===== src/rtl/apb_requester.sv =====
// Single-outstanding APB3 initiator: valid/ready commands in, one response out.
// Adds wait-state handling and a PREADY timeout so a dead slave cannot hang it.
module apb_requester #(
    parameter int ADDR_WIDTH = 7,
    parameter int DATA_WIDTH = 8,
    parameter int TIMEOUT    = 16
) (
    input  logic                  PCLK,
    input  logic                  PRESETn,
    input  logic                  cmd_valid,
    output logic                  cmd_ready,
    input  logic                  cmd_write,
    input  logic [ADDR_WIDTH-1:0] cmd_addr,
    input  logic [DATA_WIDTH-1:0] cmd_wdata,
    output logic                  rsp_valid,
    output logic                  rsp_write,
    output logic [DATA_WIDTH-1:0] rsp_rdata,
    output logic                  rsp_timeout,
    output logic                  PSELx,
    output logic                  PENABLE,
    output logic                  PWRITE,
    output logic [ADDR_WIDTH-1:0] PADDR,
    output logic [DATA_WIDTH-1:0] PWDATA,
    input  logic [DATA_WIDTH-1:0] PRDATA,
    input  logic                  PREADY
);

    // One extra bit keeps the counter alive when the timeout is disabled
    localparam int CW = (TIMEOUT > 0) ? $clog2(TIMEOUT + 1) : 1;
    localparam logic [CW-1:0] TO_LIM = CW'(TIMEOUT);

    typedef enum logic [1:0] {
        IDLE   = 2'd0,
        SETUP  = 2'd1,
        ACCESS = 2'd2
    } state_t;

    state_t                state, state_nxt;
    logic [CW-1:0]         cnt, cnt_nxt;
    logic                  psel_nxt, pen_nxt, pwrite_nxt;
    logic [ADDR_WIDTH-1:0] paddr_nxt;
    logic [DATA_WIDTH-1:0] pwdata_nxt;
    logic                  rvalid_nxt, rwrite_nxt, rto_nxt;
    logic [DATA_WIDTH-1:0] rdata_nxt;
    logic                  expire;

    assign cmd_ready = (state == IDLE);
    assign expire = (TIMEOUT != 0) && (cnt == TO_LIM - CW'(1));

    always_ff @(posedge PCLK or negedge PRESETn) begin
        if (!PRESETn) begin
            state       <= IDLE;
            cnt         <= '0;
            PSELx       <= 1'b0;
            PENABLE     <= 1'b0;
            PWRITE      <= 1'b0;
            PADDR       <= '0;
            PWDATA      <= '0;
            rsp_valid   <= 1'b0;
            rsp_write   <= 1'b0;
            rsp_rdata   <= '0;
            rsp_timeout <= 1'b0;
        end else begin
            state       <= state_nxt;
            cnt         <= cnt_nxt;
            PSELx       <= psel_nxt;
            PENABLE     <= pen_nxt;
            PWRITE      <= pwrite_nxt;
            PADDR       <= paddr_nxt;
            PWDATA      <= pwdata_nxt;
            rsp_valid   <= rvalid_nxt;
            rsp_write   <= rwrite_nxt;
            rsp_rdata   <= rdata_nxt;
            rsp_timeout <= rto_nxt;
        end
    end

    always_comb begin
        state_nxt  = state;
        cnt_nxt    = cnt;
        psel_nxt   = 1'b0;
        pen_nxt    = 1'b0;
        pwrite_nxt = PWRITE;
        paddr_nxt  = PADDR;
        pwdata_nxt = PWDATA;
        rvalid_nxt = 1'b0;
        rwrite_nxt = rsp_write;
        rdata_nxt  = rsp_rdata;
        rto_nxt    = 1'b0;
        unique case (state)
            IDLE: begin
                if (cmd_valid) begin
                    state_nxt  = SETUP;
                    cnt_nxt    = '0;
                    psel_nxt   = 1'b1;
                    pwrite_nxt = cmd_write;
                    paddr_nxt  = cmd_addr;
                    pwdata_nxt = cmd_wdata;
                end
            end
            SETUP: begin
                state_nxt = ACCESS;
                psel_nxt  = 1'b1;
                pen_nxt   = 1'b1;
            end
            ACCESS: begin
                if (PREADY) begin
                    state_nxt  = IDLE;
                    rvalid_nxt = 1'b1;
                    rwrite_nxt = PWRITE;
                    rdata_nxt  = PWRITE ? '0 : PRDATA;
                end else begin
                    if (cnt != '1)
                        cnt_nxt = cnt + CW'(1);
                    if (expire) begin
                        state_nxt  = IDLE;
                        rvalid_nxt = 1'b1;
                        rwrite_nxt = PWRITE;
                        rdata_nxt  = '0;
                        rto_nxt    = 1'b1;
                    end else begin
                        psel_nxt = 1'b1;
                        pen_nxt  = 1'b1;
                    end
                end
            end
            default: state_nxt = IDLE;
        endcase
    end

endmodule


===== config.mk =====
export PLATFORM = sky130hd
export DESIGN_NAME = apb_requester
export DESIGN_NICKNAME = d
export VERILOG_FILES = /design/src/rtl/apb_requester.sv
export SDC_FILE = /design/constraint.sdc
export NUM_CORES = 1
export LEC_CHECK = 0
export CORE_ASPECT_RATIO = 0.9
export CORE_MARGIN = 5
export CORE_UTILIZATION = 39
export CTS_CLUSTER_SIZE = 12
export DETAILED_ROUTE_END_ITERATION = 16
export PLACE_DENSITY = 0.75
export SLEW_MARGIN = 20
export SYNTH_ARGS = -nofsm -noshare
export SYNTH_HDL_FRONTEND = slang
export SYNTH_SLANG_ARGS = --single-unit

===== constraint.sdc =====
create_clock -name PCLK -period 1.95 [get_ports PCLK]
set_clock_uncertainty 0.2 [all_clocks]
set_input_delay 0.195 -clock PCLK [delete_from_list [all_inputs] [get_ports PCLK]]
set_output_delay 0.195 -clock PCLK [all_outputs]
set_load 0.02 [all_outputs]

After elaboration in Yosys (flattened, before gate mapping)
Cells that the tools add are included.
{"block": "totals", "output_inout_bits": 30, "inputBits": 28, "ff_bits": 36, "wordCells": 50, "latchBits": 0, "ram_bits": 0, "romBits": 0, "memories": 0}
{"block": "op_classes", "n_shift": 0, "multipliers": 0, "n_div": 0, "n_addsub": 1, "magnitude_cmp": 0, "bitwise": 0, "n_mux": 23, "n_reduce_logical": 7, "n_eq_ne": 8}
{"cell": "8-bit two-way mux", "n": 3}
{"cell": "5-bit two-way mux", "n": 3}
{"cell": "1-bit two-way mux", "n": 10}
{"cell": "5-bit case mux with 2 select lines", "n": 1}
{"cell": "2-bit two-way mux", "n": 3}
{"cell": "2-bit inequality test (second input constant)", "n": 3}
{"cell": "2-bit case mux with 3 select lines", "n": 1}
{"cell": "2-bit AND reduction", "n": 3}
{"cell": "5-bit by 1-bit adder with 5-bit output (second input constant)", "n": 1}
{"cell": "5-bit by 4-bit equality test with 1-bit output (second input constant)", "n": 1}
{"cell": "5-bit inequality test (second input constant)", "n": 1}
{"cell": "4-bit AND reduction", "n": 1}
{"cell": "2-bit nonzero test", "n": 2}
{"cell": "3-bit inequality test (second input constant)", "n": 1}
{"cell": "1-bit case mux with 3 select lines", "n": 1}
{"cell": "2-bit by 1-bit equality test with 1-bit output (second input constant)", "n": 1}
{"cell": "2-bit equality test (second input constant)", "n": 1}
{"cell": "2-bit zero test", "n": 1}
{"cell": "1-bit case mux with 2 select lines", "n": 1}

Depth between registers and ports, before layout
{"block": "logic_depth", "depth_word": 4, "mapped_depth": 6, "ltp_nobuf": 6}

Worst setup path after synthesis
OpenSTA, ideal clock, no wires.
{"block": "synth_timing", "path_type": "register -> register", "startpoint": "register cnt[0]", "endpoint": "register cnt[3]", "path_buffers": 0, "period_less_slack_ns": 2.020, "required_ns": 1.673, "path_slack_ns": -0.070, "stages_incl_launch_ff": 7, "setup_ns": 0.077, "arrival_time_ns": 1.742, "cell_sequence": "dfrtp_1 -> ha_1 -> and3_1 -> ha_1 -> o21a_1 -> or4_1 -> a21oi_1"}
{"block": "synth_via", "elab_chain_len": 4, "elab_cells_between_ends": 7, "classes_between": "add/sub: 1; eq/ne: 2; mux: 3; reduce/logical: 1"}
{"element": "start: declaration", "line_no": "39", "source": "logic [CW-1:0] cnt, cnt_nxt;"}
{"element": "start signal: assignment", "line_no": "65", "source": "cnt <= cnt_nxt;"}
{"element": "5-bit by 1-bit adder with 5-bit output", "line_no": "114", "source": "cnt_nxt = cnt + CW'(1);"}
{"element": "5-bit two-way mux", "line_no": "113", "source": "if (cnt != '1)"}
{"element": "5-bit two-way mux", "line_no": "107", "source": "if (PREADY) begin"}
{"element": "5-bit case mux with 2 select lines", "line_no": "90", "source": "unique case (state)"}
Parallel ways exist; a longest one is shown, timed or not. The select of a mux whose other input is x is not followed.
A chain may end at the register's enable or synchronous reset.

Worst setup path in the final report
{"block": "layout_timing", "startpoint": "register cnt[1]", "endpoint": "register state[0]"}
{"block": "layout_via", "elab_chain_len": 3}
{"element": "5-bit by 4-bit equality test with 1-bit output", "line_no": "48", "source": "assign expire = (TIMEOUT != 0) && (cnt == TO_LIM - CW'(1));"}
{"element": "3-bit inequality test (no line)"}
{"element": "2-bit AND reduction (no line)"}
{"element": "end signal: assignment", "line_no": "64", "source": "state <= state_nxt;"}
{"element": "end: declaration", "line_no": "38", "source": "state_t state, state_nxt;"}
Every way passes these cells.

==> results.py <==
metrics = {
    "run_status": {
        "status": "finished, violations left",
        "violations": "setup timing",
    },
    "global_routing": {
        "grt_max_degree": 37,
        "grt_first_pass_wirelength_um": 5910,
        "grt_pass1_vias": 1268,
        "antenna_found_initial": 0,
        "grt_overflow": 0,
        "track_usage_pct": 14.9,
    },
    "worst_setup_path": {
        "crit_path_max_incr_delay_ns": 0.37,
        "cp-start-kind": "register",
        "end_kind": "register",
        "cp_slowest_cell": "dfrtp_1",
        "cp.arrival_ns": 1.91,
        "timing.rr.start": "cnt[1]",
        "regToRegEndpoint": "state[0]",
        "path_cells": "ha_2 > and3_4 > ha_1 > nor3b_2 > a21oi_1 > mux2_2",
        "regToRegSetupSlack_ns": -0.00002,
        "crit_fanout": 3,
        "ff2ff_path_depth": 6,
        "crit_type": "register to register",
        "cp.required_ns": 1.91,
    },
    "clocking": {
        "root_buffer": "clkbuf_8",
        "cts_tree": "built",
        "cts_buffer_depth": 2,
        "clk_latency_ns": 0.28,
        "numClockSinks": 36,
        "htree_levels": 2,
        "clkTransAtPathRegs_ns": 0.07,
        "cts_made_buffers": 5,
    },
    "yosys": {
        "syn_area_um2": 1520,
        "synth-edff-count": 0,
        "syn_nets": 149,
        "synth-seq-area-share_pct": 59.2,
        "synth-seq-cells": 36,
        "syn_avg_cell_area_um2": 13.6,
        "ys_top_cells_by_count": "dfrtp_1, mux2_2, ha_1",
        "syn_inst": 112,
        "synth.distinct_cells": 24,
        "synth_flop_cell": "dfrtp_1",
        "yosysTopAreaCell": "dfrtp_1",
        "yosysMostFrequentCell": "dfrtp_1",
        "synthArstFlopShare_pct": 100,
        "yosysWarnings": 0,
        "yosysTopAreaCellShare_pct": 59.2,
        "ys_top_cells_by_area": "dfrtp_1, mux2_2, ha_1",
    },
    "placed_design": {
        "post-dp-hpwl_um": 2680,
        "place.gp.congestion": 0.751,
        "placed_cells": 218,
        "port_buffers": 57,
        "post_dp_cell_area_um2": 2190,
    },
    "timing": {
        "slew_viol_final": 0,
        "max_freq_mhz": 513,
        "setup_viol": 1,
        "tns_ns": -0.0000160,
        "min_period_ns": 1.95,
        "final_hold_viol_count": 0,
        "relSlewSlack_pct": 46.6,
        "worst_slew_pin_slew_ns": 0.801,
        "finalCritPeriodShare_pct": 100,
        "hold_slack_ns": 0.305,
        "rsz0062_at_grt": "true",
        "layout_setup_ws_ns": -0.0000160,
    },
    "drt": {
        "drc": 0,
        "antenna_left": 0,
        "num_vias": 1129,
        "totalWireLength_um": 3780,
        "drt_first_pass_iters": 4,
        "first_iter_violations": 29,
        "avgRoutedWirePerCell_um": 16.3,
        "viasPerCell": 4.87,
    },
    "die": {
        "core_area_um2": 3730,
        "dieArea_um2": 5250,
        "rows": 21,
        "die_h_um": 69.3,
        "pin_count": 58,
        "die_w_um": 75.8,
        "start_util_pct": 40.8,
    },
    "pwr": {
        "seqPwrFrac_pct": 32.4,
        "peakVddDrop_mv": 0.818,
        "pwr-share-clk_pct": 18.8,
        "p_leak_nw": 1.07,
        "power.switching_mw": 1.25,
        "pwr-share-comb_pct": 48.8,
        "p_int_mw": 2.46,
        "switching_share_pct": 33.8,
        "powerDensity_nw_per_um2": 1540,
    },
    "hold_path": {
        "whs_path_depth": 1,
        "hp-start": "rsp_rdata[1]",
        "worstHoldEndpoint": "rsp_rdata[1]",
        "worstHoldPathType": "register to register",
    },
    "cells_and_area": {
        "multi_input_area_um2": 636,
        "area_growth_pct": 58.3,
        "layout.area.seq_um2": 901,
        "nets": 222,
        "final_cell_area_um2": 2410,
        "fin_cells": 232,
        "antenna_cells": 0,
        "nFillCells": 275,
        "drive_gt1_share_pct": 28.5,
    },
    "job": {
        "drv_cap": 0,
    },
}
area by class of cell:
class | instances | share of cell area, %
inverters | 5 | 0.779
flip-flops and latches | 36 | 37.4
well taps | 46 | 2.39
clock buffers | 7 | 4.00
repair buffers | 69 | 27.8
clock inverters | 1 | 1.25
multi-input cells | 68 | 26.4
stage by stage:
stage | utilization, % | setup slack [ns] | total power [mW]
6_report | 64.6 | -0.0000160 | 3.71
5_1_grt | 64.6 | -0.0534 | 3.92
4_1_cts | 63.1 | 0.00319 | 3.68
3_5_place_dp | 58.7 | -0.0221 | 2.95
3_3_place_gp | 58.7 | 0.0530 | 2.88
2_1_floorplan | - | 0.0169 | 2.10
repair_timing:
item                                    in CTS  in global routing
resized for setup                            3                 13
setup buffers                                3                  2
endpoints found under the setup margin       7                  8
pin swaps                                    2                  4
endpoints found under the hold margin       36                  0
hold buffers                                 1                  0
layout by cell type, fill, tap and decap left out, drive strengths merged, types with 2 or more instances in the layout:
cell type,synthesis,final
clkdlybuf4s50,0,55
dfrtp,36,36
mux2,19,19
buf,2,12
ha,9,9
a22o,8,8
o21ai,8,8
clkbuf,1,7
inv,5,5
nand2,3,3
nor2,3,3
a21oi,3,3
nor3b,2,2
mux2i,2,2
nand2b,2,2
worst max-delay path, delay by kind of cell (launching register included):
family / cells / cell delay, ns
muxes: 1 / 0.37
DFF: 1 / 0.37
AOI/OAI and AO/OA: 1 / 0.23
adders and majority gates: 2 / 0.41
and+or+nand+nor: 2 / 0.25
metal layers:
metal	share of wire, %	track usage, %	wire [µm]
met5	0	0	0
met4	2.3	6.41	86
met3	5.3	4.06	200
met2	54	25.7	2040
met1	38	16.7	1440
worst max path at each step:
stage,from,end,slack [ns],cells after the start
after CTS,cnt[0],cnt[2],0.003,7
after global placement,cnt[1],cnt[3],0.05,6
after global routing,cnt[1],state[0],-0.05,6
after floorplan,cnt[0],cnt[3],0.02,6
after detailed placement,cnt[1],cnt[3],-0.02,6
final,cnt[1],state[0],-0.00002,6
kinds of logic (layout without fill, tap and decap cells):
logic type | count (synthesis) | after routing | share of synthesized area, %
compound gates | 22 | 22 | 9.95
mux | 21 | 21 | 15.4
buf+inv | 8 | 82 | 2.14
fa+ha+maj | 9 | 9 | 7.40
simple gates | 16 | 16 | 5.92
flops | 36 | 36 | 59.2
power by group through the flow:
stage,logic (mW),registers (mW),clock network (mW)
after floorplan,0.573,1.53,0
after global placement,1.68,1.20,0
after detailed placement,1.73,1.22,0
after CTS,1.75,1.21,0.721
after global routing,1.93,1.24,0.747
final,1.81,1.20,0.698
state kept, by name, indices dropped and copies added, names as in the netlist:
signal       cells
rsp_rdata        8
PWDATA           8
state            2
rsp_valid        1
PSELx            1
PENABLE          1
PWRITE           1
rsp_timeout      1
PADDR            7
rsp_write        1
cnt              5
Note: power is estimated with default switching activity, not from simulation.
